`src/rtl/shifter_pkg.sv`:
```
// Shared encodings for the bit-serial barrel-shift sequencer: shift types,
// FSM states and the decode of (Imm, Type, Amount) into an effective plan.
package shifter_pkg;

  localparam int SHIFT_WIDTH = 32;
  localparam int COUNT_BITS  = 6;

  typedef enum logic [1:0] {
    SH_LSL = 2'b00,
    SH_LSR = 2'b01,
    SH_ASR = 2'b10,
    SH_ROR = 2'b11
  } shift_type_e;

  typedef enum logic [1:0] {
    ST_IDLE  = 2'b00,
    ST_SHIFT = 2'b01,
    ST_DONE  = 2'b10
  } seq_state_e;

  typedef struct packed {
    logic [COUNT_BITS-1:0] count;
    logic                  zeroData;
    logic                  rrx;
    logic                  carryFromMsb;
  } shift_plan_t;

  // Out-of-range LSL/LSR still run 32 steps, but on zeroed data so both
  // the result and the final carry come out as zero.
  function automatic shift_plan_t planShift(input logic        imm,
                                            input shift_type_e typ,
                                            input logic [7:0]  amount);
    shift_plan_t plan;
    plan = '0;
    if (imm) begin
      if (amount[4:0] != 5'd0) begin
        plan.count = {1'b0, amount[4:0]};
      end else begin
        case (typ)
          SH_LSL: plan.count = COUNT_BITS'(0);
          SH_LSR: plan.count = COUNT_BITS'(32);
          SH_ASR: plan.count = COUNT_BITS'(32);
          SH_ROR: begin
            plan.count = COUNT_BITS'(1);
            plan.rrx   = 1'b1;
          end
        endcase
      end
    end else if (amount != 8'd0) begin
      if (typ == SH_ROR) begin
        plan.count        = {1'b0, amount[4:0]};
        plan.carryFromMsb = (amount[4:0] == 5'd0);
      end else if (amount >= 8'd32) begin
        plan.count    = COUNT_BITS'(32);
        plan.zeroData = (typ != SH_ASR) && (amount != 8'd32);
      end else begin
        plan.count = {1'b0, amount[4:0]};
      end
    end
    return plan;
  endfunction

endpackage

```
`src/rtl/shift_sequencer_if.sv`:
```
// Request/result bundle between a requester and the shift sequencer.
interface shift_sequencer_if #(parameter int WIDTH = 32);

  logic             Start;
  logic [WIDTH-1:0] Operand;
  logic [7:0]       Amount;
  logic [1:0]       Type;
  logic             Imm;
  logic             CIn;
  logic [WIDTH-1:0] Out;
  logic             Cout;
  logic             Busy;
  logic             Done;

  modport master (
    output Start, Operand, Amount, Type, Imm, CIn,
    input  Out, Cout, Busy, Done
  );

  modport slave (
    input  Start, Operand, Amount, Type, Imm, CIn,
    output Out, Cout, Busy, Done
  );

endinterface

```
`src/rtl/shift_step.sv`:
```
// One-position combinational shift: produces the next data word and the bit
// that fell out. RRX rotates the incoming carry into the top bit.
module shift_step
  import shifter_pkg::*;
#(
  parameter int WIDTH = 32
) (
  input  shift_type_e      i_type,
  input  logic             i_rrx,
  input  logic [WIDTH-1:0] i_data,
  input  logic             i_carry,
  output logic [WIDTH-1:0] o_data,
  output logic             o_carry
);

  always_comb begin
    o_data  = i_data;
    o_carry = i_carry;
    case (i_type)
      SH_LSL: begin
        o_data  = {i_data[WIDTH-2:0], 1'b0};
        o_carry = i_data[WIDTH-1];
      end
      SH_LSR: begin
        o_data  = {1'b0, i_data[WIDTH-1:1]};
        o_carry = i_data[0];
      end
      SH_ASR: begin
        o_data  = {i_data[WIDTH-1], i_data[WIDTH-1:1]};
        o_carry = i_data[0];
      end
      SH_ROR: begin
        o_data  = {(i_rrx ? i_carry : i_data[0]), i_data[WIDTH-1:1]};
        o_carry = i_data[0];
      end
    endcase
  end

endmodule

```
`src/rtl/shift_sequencer.sv`:
```
// Bit-serial shifter: captures a request in IDLE, shifts one position per
// cycle, then pulses Done with the result held until the next accept.
module shift_sequencer
  import shifter_pkg::*;
#(
  parameter int WIDTH = 32
) (
  input logic               Clk,
  input logic               nReset,
  shift_sequencer_if.slave  bus
);

  seq_state_e            r_state;
  seq_state_e            w_nextState;
  logic [WIDTH-1:0]      r_data;
  logic                  r_carry;
  logic [COUNT_BITS-1:0] r_count;
  shift_type_e           r_type;
  logic                  r_rrx;

  shift_plan_t           w_plan;
  logic                  w_accept;
  logic [WIDTH-1:0]      w_stepData;
  logic                  w_stepCarry;
  logic                  w_busy;
  logic                  w_done;

  assign w_plan   = planShift(bus.Imm, shift_type_e'(bus.Type), bus.Amount);
  assign w_accept = (r_state == ST_IDLE) && bus.Start;

  shift_step #(.WIDTH(WIDTH)) u_step (
    .i_type  (r_type),
    .i_rrx   (r_rrx),
    .i_data  (r_data),
    .i_carry (r_carry),
    .o_data  (w_stepData),
    .o_carry (w_stepCarry)
  );

  always_ff @(posedge Clk or negedge nReset) begin
    if (!nReset) begin
      r_state <= ST_IDLE;
    end else begin
      r_state <= w_nextState;
    end
  end

  always_comb begin
    w_nextState = r_state;
    w_busy      = 1'b0;
    w_done      = 1'b0;
    case (r_state)
      ST_IDLE: begin
        if (bus.Start) begin
          w_nextState = (w_plan.count == '0) ? ST_DONE : ST_SHIFT;
        end
      end
      ST_SHIFT: begin
        w_busy = 1'b1;
        if (r_count == COUNT_BITS'(1)) begin
          w_nextState = ST_DONE;
        end
      end
      ST_DONE: begin
        w_busy      = 1'b1;
        w_done      = 1'b1;
        w_nextState = ST_IDLE;
      end
      default: w_nextState = ST_IDLE;
    endcase
  end

  // Everything the operation needs is latched at accept, so the request
  // inputs are free to change while the shift is in flight.
  always_ff @(posedge Clk or negedge nReset) begin
    if (!nReset) begin
      r_data  <= '0;
      r_carry <= 1'b0;
      r_count <= '0;
      r_type  <= SH_LSL;
      r_rrx   <= 1'b0;
    end else if (w_accept) begin
      r_data  <= w_plan.zeroData ? '0 : bus.Operand;
      r_carry <= w_plan.carryFromMsb ? bus.Operand[WIDTH-1] : bus.CIn;
      r_count <= w_plan.count;
      r_type  <= shift_type_e'(bus.Type);
      r_rrx   <= w_plan.rrx;
    end else if (r_state == ST_SHIFT) begin
      r_data  <= w_stepData;
      r_carry <= w_stepCarry;
      r_count <= r_count - COUNT_BITS'(1);
    end
  end

  assign bus.Out  = r_data;
  assign bus.Cout = r_carry;
  assign bus.Busy = w_busy;
  assign bus.Done = w_done;

endmodule

```
`src/flat_wrapper.sv`:
```
// flat-port wrapper written by rule: the top's interface ports become plain ports
module shift_sequencer_flat import shifter_pkg::*;
#(
  parameter int WIDTH = 32
)
  (Clk, nReset, bus_Start, bus_Operand, bus_Amount, bus_Type, bus_Imm, bus_CIn, bus_Out, bus_Cout, bus_Busy, bus_Done);
  shift_sequencer_if #(.WIDTH(WIDTH)) bus_i ();
  input logic Clk;
  input logic nReset;
  input wire logic [$bits(bus_i.Start)-1:0] bus_Start;
  input wire logic [$bits(bus_i.Operand)-1:0] bus_Operand;
  input wire logic [$bits(bus_i.Amount)-1:0] bus_Amount;
  input wire logic [$bits(bus_i.Type)-1:0] bus_Type;
  input wire logic [$bits(bus_i.Imm)-1:0] bus_Imm;
  input wire logic [$bits(bus_i.CIn)-1:0] bus_CIn;
  output wire logic [$bits(bus_i.Out)-1:0] bus_Out;
  output wire logic [$bits(bus_i.Cout)-1:0] bus_Cout;
  output wire logic [$bits(bus_i.Busy)-1:0] bus_Busy;
  output wire logic [$bits(bus_i.Done)-1:0] bus_Done;
  assign bus_i.Start = bus_Start;
  assign bus_i.Operand = bus_Operand;
  assign bus_i.Amount = bus_Amount;
  assign bus_i.Type = bus_Type;
  assign bus_i.Imm = bus_Imm;
  assign bus_i.CIn = bus_CIn;
  assign bus_Out = bus_i.Out;
  assign bus_Cout = bus_i.Cout;
  assign bus_Busy = bus_i.Busy;
  assign bus_Done = bus_i.Done;
  shift_sequencer #(.WIDTH(WIDTH)) u_core (.Clk(Clk), .nReset(nReset), .bus(bus_i));
endmodule
```
`config.mk`:
```
export PLATFORM = sky130hd
export DESIGN_NAME = shift_sequencer_flat
export DESIGN_NICKNAME = d
export VERILOG_FILES = /design/src/rtl/shifter_pkg.sv /design/src/rtl/shift_sequencer_if.sv /design/src/rtl/shift_step.sv /design/src/rtl/shift_sequencer.sv /design/src/flat_wrapper.sv
export SDC_FILE = /design/constraint.sdc
export NUM_CORES = 1
export LEC_CHECK = 0
export ABC_AREA = 1
export CORE_UTILIZATION = 45
export DETAILED_ROUTE_END_ITERATION = 8
export PLACE_DENSITY = 0.78
export SKIP_CTS_REPAIR_TIMING = 1
export SLEW_MARGIN = 40
export SYNTH_ARGS = -nofsm -noshare
export SYNTH_HDL_FRONTEND = slang
export SYNTH_SLANG_ARGS = --single-unit
```
`constraint.sdc`:
```
create_clock -name Clk -period 1.68 [get_ports Clk]
set_clock_uncertainty 0.2 [all_clocks]
set_input_delay 0.336 -clock Clk [delete_from_list [all_inputs] [get_ports Clk]]
set_output_delay 0.336 -clock Clk [all_outputs]
set_load 0.01 [all_outputs]
```
==> After elaboration in Yosys (flattened, before gate mapping) <==
Index checks and enable logic that the tools add are counted.
{ "word_totals": {"regBits": 44, "inputBits": 47, "output_inout_bits": 35, "wordCells": 70} }
{ "op_classes": {"addsub": 1, "n_lt_le_gt_ge": 1, "eq_ne": 14, "n_mux": 32, "n_reduce_logical": 15} }
{ "op_table": {"columns": ["cell", "count"], "rows": [
  ["case mux 32 bit (4 select lines)", 1],
  ["2-to-1 mux 32 bit", 3],
  ["2-to-1 mux 6 bit", 6],
  ["case mux 6 bit (3 select lines)", 1],
  ["2-to-1 mux 1 bit", 15],
  ["== test 2 bit (second input constant)", 5],
  ["greater-or-equal comparator 8 x 6 -> 1 bit (second input constant)", 1],
  ["inequality test 8 x 6 -> 1 bit (second input constant)", 1],
  ["nonzero test 8 bit", 1],
  ["2-to-1 mux 7 bit", 1],
  ["== test 2 x 1 -> 1 bit (second input constant)", 3],
  ["== test 6 x 1 -> 1 bit (second input constant)", 1],
  ["zero test 2 bit", 3],
  ["zero test 6 bit", 1],
  ["2-to-1 mux 2 bit", 3],
  ["subtractor 6 x 1 -> 6 bit (second input constant)", 1],
  ["zero test 5 bit", 1],
  ["nonzero test 5 bit", 1],
  ["inequality test 2 x 1 -> 1 bit (second input constant)", 2],
  ["inequality test 2 bit (second input constant)", 2],
  ["case mux 2 bit (2 select lines)", 1],
  ["AND reduction 2 bit", 2],
  ["OR reduction 2 bit", 2],
  ["OR reduction 3 bit", 1],
  ["other kinds (3)", 4]
]} }

==> Depth between registers and ports, before layout <==
Gate-level depths: netlist (run 1).
{ "logic_depth": {"ltp_word": 10, "ltp_mapped": 11, "ltp_nobuf": 10} }

==> By module <==
A second synthesis (run 1) with hierarchy kept.
{ "hier_totals": {"hier_cells": 397, "area_unflattened_um2": 3260.6} }
{ "modules_own_cells": {"columns": ["mod", "instances", "cells_each", "area_each_um2", "seq_area_each_um2"], "rows": [
  ["shift_sequencer", 1, 300, 2765.2, 1101.1],
  ["shift_step", 1, 97, 495.5, 0.0]
]} }

==> Worst setup path after synthesis (run 1) <==
Ideal clock, no wire load.
{ "synth_timing": {"path_kind": "flip-flop to flip-flop", "start": "register u_core.r_state[0]", "end": "register u_core.r_data[27], in the netlist u_core.bus.Out[27]", "setup_time_ps": 116, "arrival_ps": 1330, "required_ps": 1364, "setup_slack_ps": 33, "stages_incl_launch_ff": 12, "n_path_buf": 2, "synth_period_minus_slack_ps": 1647, "cell_sequence": "dfrtp_1 > inv_1 > ha_1 > nand2_2 > inv_4 > buf_6 > buf_6 > nor2_1 > o21ai_1 > o21ai_2 > nand2_1 > nand2_1"} }
{ "synth_between": {"elab_chain_len": 3, "word_cells_on_any_way": 5, "classes_between": "1 x eq/ne; 1 x mux; 3 x reduce/logical"} }
{ "synth_lines": {"columns": ["element", "line", "text"], "rows": [
  ["start, declared", "shift_sequencer.sv:13", "seq_state_e r_state;"],
  ["start signal, assigned", "shift_sequencer.sv:44", "r_state <= w_nextState;"],
  ["zero test 2 bit", "shift_sequencer.sv:29", "assign w_accept = (r_state == ST_IDLE) && bus.Start;"],
  ["logical AND 1 bit", "shift_sequencer.sv:29", null],
  ["2-to-1 mux 32 bit or nonzero test 2 bit (tied branches)", null, null],
  ["end signal, assigned", "shift_sequencer.sv:83", "r_data <= w_plan.zeroData ? '0 : bus.Operand;"],
  ["end signal, assigned", "shift_sequencer.sv:89", "r_data <= w_stepData;"],
  ["end, declared", "shift_sequencer.sv:15", "logic [WIDTH-1:0] r_data;"]
]} }
Parallel ways exist; a longest one is shown, timed or not.
A chain may end at the register's enable or synchronous reset.

==> Worst setup path in the final report (run 1) <==
{ "layout_timing": {"start": "register u_core.r_state[0]", "end": "register u_core.r_data[29], in the netlist u_core.bus.Out[29]"} }
Same word-level chain as after synthesis.

==> results of run 1 <==
==> cells by family (layout without fill, tap and decap cells) <==
| family | count (synthesis) | in the layout | share of synthesized area |
|---|---|---|---|
| and+or+nand+nor | 245 | 245 | 0.3305 |
| AOI/OAI and AO/OA | 90 | 90 | 0.1802 |
| buffers and inverters | 53 | 205 | 0.09980 |
| DFF | 44 | 44 | 0.3556 |
| adders and majority gates | 7 | 7 | 0.02828 |
| xor gates and xnor gates | 2 | 2 | 0.005658 |
==> synth_stat cells (all sizes together) <==
library cell | count | share of area
nand4 | 1 | 0.0020
o21bai | 1 | 0.0024
ha | 7 | 0.028
o211ai | 2 | 0.0048
nor2 | 80 | 0.11
a21boi | 1 | 0.0024
a21oi | 7 | 0.011
nand2 | 147 | 0.18
o21ai | 72 | 0.14
inv | 30 | 0.038
xor2 | 2 | 0.0057
clkbuf | 2 | 0.0024
dlymetal6s2s | 1 | 0.0040
o22ai | 1 | 0.0020
buf | 20 | 0.055
dfrtp | 44 | 0.36
a22oi | 2 | 0.0065
nand3 | 16 | 0.032
a31oi | 3 | 0.0061
o221ai | 1 | 0.0028
nor3 | 1 | 0.0016
==> state kept, by name, summed over array words and instances (netlist names) <==
signal / flops
u_core.r_type: 2
u_core.bus.Cout: 1
u_core.r_count: 6
u_core.bus.Out: 32
u_core.r_state: 2
u_core.r_rrx: 1
==> critical path: stages (launching register included) <==
cell and delay [ps]:
dfrtp_1 380, inv_2 70, ha_4 180, nand2_8 100
clkinv_8 90, nor2_4 160, clkinv_4 110, buf_12 160
buf_8 140, nor2_1 120, nor2_1 70
==> metal layers <==
| metal | track usage | up-vias | share of wire |
|---|---|---|---|
| li1 | - | 1705 | - |
| met1 | 0.2917 | 1807 | 0.38 |
| met2 | 0.4179 | 213 | 0.51 |
| met3 | 0.04669 | 49 | 0.075 |
| met4 | 0.06471 | 0 | 0.037 |
| met5 | 0 | - | 0 |
==> area by class of cell <==
cell class	instances	area, um^2
fill	370	1196
inverter	30	135.1
timing repair buffer	166	1902
multi-input combinational	344	1958
tap	77	96.34
clock buffer	8	90.09
sequential	44	1101
timing repair inverter	1	16.27
==> stage by stage <==
step	area, um^2	std cells	setup slack (ps)
3_3_place_gp	4125	610	-414.6
3_5_place_dp	4125	610	-473.2
6_report	5299	670	-207.1
2_1_floorplan	3097	441	33.10
4_1_cts	4215	618	-407.8
5_1_grt	5299	670	-290.3
==> power groups by stage <==
| stage | combinational, W | sequential, W | clock, W |
|---|---|---|---|
| final | 0.00738 | 0.00197 | 0.000715 |
| after floorplan | 0.00299 | 0.00212 | 0 |
| after global routing | 0.00790 | 0.00202 | 0.000765 |
| after detailed placement | 0.00478 | 0.00206 | 0 |
| after global placement | 0.00464 | 0.00205 | 0 |
| after CTS | 0.00481 | 0.00204 | 0.000716 |
==> placed cells by master, fill, tap and decap left out, types with 2 or more instances in the layout <==
| cell type | instances |
|---|---|
| a31oi_1 | 2 |
| clkbuf_16 | 9 |
| clkdlybuf4s50_1 | 34 |
| o211ai_1 | 2 |
| ha_1 | 4 |
| clkinv_8 | 2 |
| o21ai_1 | 29 |
| inv_4 | 2 |
| nand2_1 | 109 |
| dfrtp_1 | 44 |
| nand2_4 | 10 |
| dlymetal6s2s_1 | 44 |
| nor2_1 | 63 |
| inv_2 | 10 |
| clkbuf_1 | 2 |
| nand2_2 | 27 |
| o21ai_0 | 18 |
| inv_1 | 16 |
| nor2_4 | 9 |
| nand3_1 | 14 |
| buf_4 | 52 |
| buf_6 | 8 |
| ha_4 | 2 |
| clkbuf_2 | 2 |
| nor2_2 | 8 |
| a21oi_1 | 6 |
| xor2_1 | 2 |
| buf_8 | 4 |
| o21ai_2 | 23 |
| clkbuf_8 | 6 |
| a22oi_2 | 2 |
| o21ai_4 | 2 |
| buf_12 | 11 |
==> path summary, 6_finish.rpt <==
kind / from / endpoint / slack, ps / cells after the start
setup reg to reg: u_core.r_state[0] / u_core.bus.Out[29] / -210 / 10
setup / recovery: u_core.r_state[0] / u_core.bus.Out[29] / -210 / 10
max in group asynchronous: nReset / u_core.bus.Out[31] / 710 / 3
hold / removal: bus_Type[0] / u_core.r_type[0] / 200 / 3
min in group asynchronous: nReset / u_core.bus.Out[22] / 330 / 3
hold reg to reg: u_core.bus.Out[3] / u_core.bus.Out[3] / 320 / 2
==> results.md, run 1 <==
- Status: finished, violations left
- Failing checks: DRC, setup timing
- Clock Path Buffers: 2
- PortBufs: between 80 and 90
- DR pass1 iterations: 7
- CP Data Required Time: approximately 1700 ps
- Worst-path fanout max: 7
- Vias per cell: 5.633
- TritonCTS clock tree: done
- Initial antenna violation count: 0
- Congestion Overflow GR: 0
- Pin count of the biggest net entering global routing: 45
- Slew headroom: 0.7597
- CTS root buf: clkbuf_8
- Synthesized area: slightly above 3000 um^2
- Setup violators final: 34
- RSZ-0062 raised after global routing: true
- Worst setup path class: flip-flop to flip-flop
- Final worst-path cycle share: 1.123
- Register bit total from synthesis: 44
- Post-Syn Nets: roughly 500
- Syn Inst Count: ~440
- Final ANT Viol Nets: 0
- Switching portion of total power: 0.4622
- Antenna Diode Count: 0
- IO Pins: 82
- HP Class: primary input to flip-flop
- Number of global-route vias before repair: a little over 3000
- Wire length per cell: roughly 17 um
- Synthesized area per cell: between 7 and 8 um^2
- Switching power: around 0.0047 W
- Final nets: roughly 650
- Clk pin slew, worst setup/hold paths: about 90 ps
- Clock group share of total power: 0.071
- Die footprint: 7217 um^2
- P_leak: 2.931 nW
- Final Wtd Congestion: between 0.9 and 1
- Core ar.: roughly 6500 um^2
- Worst-Skew Late Latency: 300 ps
- Post-layout util: 0.8158
- DR iter-0 viols: approximately 460
- Final hold viol count: 0
- Hold slack: 195.9 ps
- H-tree depth: 2
- Startpoint types: flip-flop
- Area growth syn-to-layout: 71.11%
- Clock Sinks: 44
- Max Slew Vio Count: 0
- Logic pwr share: 0.733
- Layout cell share with drive strength beyond 1: 0.3339
- Syn. warnings: 0
- Total CTS buffers: 5
- Effective utilization at floorplan: 0.4768
- Cell area power density: 1901 nW/um^2
- Worst Setup End Kind: flip-flop
- VDD IR-drop max: about 740 uV
- Die extent in x: between 80 and 90 um
- Post-DP HPWL: 5932 um
- Setup TNS: -4056 ps
- Post-route DRC: 7
- Max_cap viols: 0
- Sequential share of the synthesized area: 0.3556
- Die Ht: between 80 and 90 um
- Total track usage: 0.2357
- Fmax: 529.9 MHz
- Cell Rows: 29
- Vias post-DR: roughly 3800
- Seq pwr share: 0.196
- Pint: around 0.0054 W
- Slack of the critical path: -207.1 ps
- Min Clock Period, post-route: ~1900 ps
- Post-synthesis cell type count: 35
- Total Wirelength: about 11000 um
- Design Power: between 0.01 and 0.015 W
- Crit path DAT: approximately 1900 ps
- First-pass GRT wire length: ~14000 um
- Worst Tran Pin Value: between 300 and 400 ps
(Power assumes the default switching activity.)
==> run 2: changes to the inputs <==
--- a/config.mk
+++ b/config.mk
@@ -6,6 +6,7 @@
 export NUM_CORES = 1
 export LEC_CHECK = 0
 export ABC_AREA = 1
+export ABC_CLOCK_PERIOD_IN_PS = 1680
 export CORE_UTILIZATION = 45
 export DETAILED_ROUTE_END_ITERATION = 8
 export PLACE_DENSITY = 0.78
@@ -14,3 +15,4 @@
 export SYNTH_ARGS = -nofsm -noshare
 export SYNTH_HDL_FRONTEND = slang
 export SYNTH_SLANG_ARGS = --single-unit
+export TNS_END_PERCENT = 10
==> run 2 against run 1 <==
The run still ends with DRC, setup timing left. Sequential cell count is the same. Sequential share of layout area grew 1.7 points. Count of clock-buffer cells in the layout is the same. Core utilization shrank 6.3 points. Total power shrank 13%. Sequential power grew 6%. Combinational power shrank 19%. Cell area shrank 7.7%. Critical path depth is the same. Global-route usage is the same. Clock power grew 0.6%. Die area is the same. Critical endpoint unchanged.
==> results.md, run 2 (same netlist as run 1, synthesis figures left out) <==
- Status: finished, violations left
- Failing checks: DRC, setup timing
- Max Slew Vio Count: 0
- Final Wtd Congestion: 0.9057
- Commonest non-fill, non-tap cells in the layout: nand2_1 (138), nor2_1 (61), dlymetal6s2s_1 (44), dfrtp_1 (44), clkdlybuf4s50_1 (34)
- Final worst-path cycle share: 1.067
- Clock Path Buffers: 2
- Total track usage: 0.2357
- Dpl cells: 610
- Vias per cell: around 5.6
- Final ANT Viol Nets: 0
- Crit path DAT: approximately 1800 ps
- Slack of the critical path: -112.9 ps
- Pin count of the biggest net entering global routing: between 40 and 50
- Antenna Diode Count: 0
- Post-DP HPWL: between 5000 and 6000 um
- Max_cap viols: 0
- Wire length per cell: between 15 and 20 um
- Setup violators final: 26
- VDD IR-drop max: 787.2 uV
- Fmax: approximately 560 MHz
- Commonest non-fill, non-tap cell in the layout: nand2_1
- Worst Tran Pin Value: 347.5 ps
- Worst setup path class: flip-flop to flip-flop
- Cell area power density: ~1800 nW/um^2
- Area growth syn-to-layout: 57.90%
- PortBufs: 81
- Largest register FFs: 32
- IO Pins: 82
- Worst-Skew Late Latency: 300 ps
- Layout cell share with drive strength beyond 1: 0.2527
- P_leak: 2.714 nW
- Clock Sinks: between 40 and 50
- Total Wirelength: between 10000 and 15000 um
- Min Clock Period, post-route: 1793 ps
- DR pass1 iterations: 9
- Die footprint: between 7000 and 8000 um^2
- Post-layout util: 0.7528
- Final nets: approximately 620
- Total CTS buffers: 5
- Vias post-DR: approximately 3600
- Number of global-route vias before repair: between 3000 and 4000
- Initial antenna violation count: 0
- Clk pin slew, worst setup/hold paths: about 90 ps
- TritonCTS clock tree: done
- Slew headroom: 0.7683
- Effective utilization at floorplan: 0.4768
- Cell Rows: 29
- Fill cells: 441
- Die extent in x: ~85 um
- Post-route DRC: 7
- CP Data Required Time: roughly 1700 ps
- Final std cells w/o fill: 643
- Worst Setup End Kind: flip-flop
- Startpoint types: flip-flop
- Die Ht: roughly 85 um
- DR iter-0 viols: 270
- First-pass GRT wire length: about 14000 um
- HP Class: primary input to flip-flop
- RSZ-0062 raised after global routing: true
- Worst-path fanout max: 8
- CTS root buf: clkbuf_8
- Congestion Overflow GR: 0
- Final hold viol count: 0
- H-tree depth: 2
- Core ar.: about 6500 um^2
## run 2: stage by stage
| stage | TNS, ps | cell area (um^2) | hold WS (ps) | setup slack, ps | total power [W] |
|---|---|---|---|---|---|
| floorplan | 0 | 3097 | -159.6 | 33.10 | 0.005109 |
| global placement | -14690 | 4125 | 134.9 | -414.6 | 0.006687 |
| detailed placement | -16790 | 4125 | 141.7 | -473.2 | 0.006834 |
| CTS | -8841 | 4215 | -182.2 | -407.8 | 0.007565 |
| global route | -3759 | 4890 | 202.8 | -195.9 | 0.009392 |
| finish | -1100 | 4890 | 182.3 | -112.9 | 0.008782 |
## run 2: path summary, 6_finish.rpt
kind                                        start                 end  slack (ps)  cells past startpoint
worst min-delay path                  bus_Type[0]    u_core.r_type[0]         180                      3
worst max register to register  u_core.r_state[0]  u_core.bus.Out[29]        -110                     10
min in group asynchronous                  nReset  u_core.bus.Out[22]         340                      3
worst min register to register  u_core.bus.Out[3]   u_core.bus.Out[3]         320                      2
worst max-delay path            u_core.r_state[0]  u_core.bus.Out[29]        -110                     10
max in group asynchronous                  nReset   u_core.bus.Out[5]         720                      3
## run 2: area by class of cell
type,instances,area (um^2),area share
Timing Repair Buffer,139,1612,0.3296
Timing Repair inverter,1,16.27,0.003327
Multi-Input combinational cell,344,1839,0.3762
Inverter,30,135.1,0.02764
Sequential cell,44,1101,0.2252
Tap cell,77,96.34,0.01970
Clock buffer,8,90.09,0.01842
## run 2: layer usage
layer | vias up | GRT usage | wire length, um
li1 | 1655 | - | -
met1 | 1711 | 0.2917 | 4001
met2 | 195 | 0.4179 | 5162
met3 | 40 | 0.04669 | 825
met4 | 0 | 0.06471 | 299
met5 | - | 0 | 0
## run 2: report_power, final
| group | internal (W) | switching (W) |
|---|---|---|
| registers | 0.00156 | 0.000522 |
| clock network | 0.000337 | 0.000382 |
| logic | 0.00280 | 0.00318 |
## run 2: worst max-delay path, cell delays in order, from the launching register on
cell and delay (ps):
dfrtp_1 380, inv_2 70, ha_4 180, nand2_8 100
clkinv_8 90, nor2_4 160, clkinv_4 130, buf_6 150
o21ai_1 110, nor2_1 70, nor2_1 90
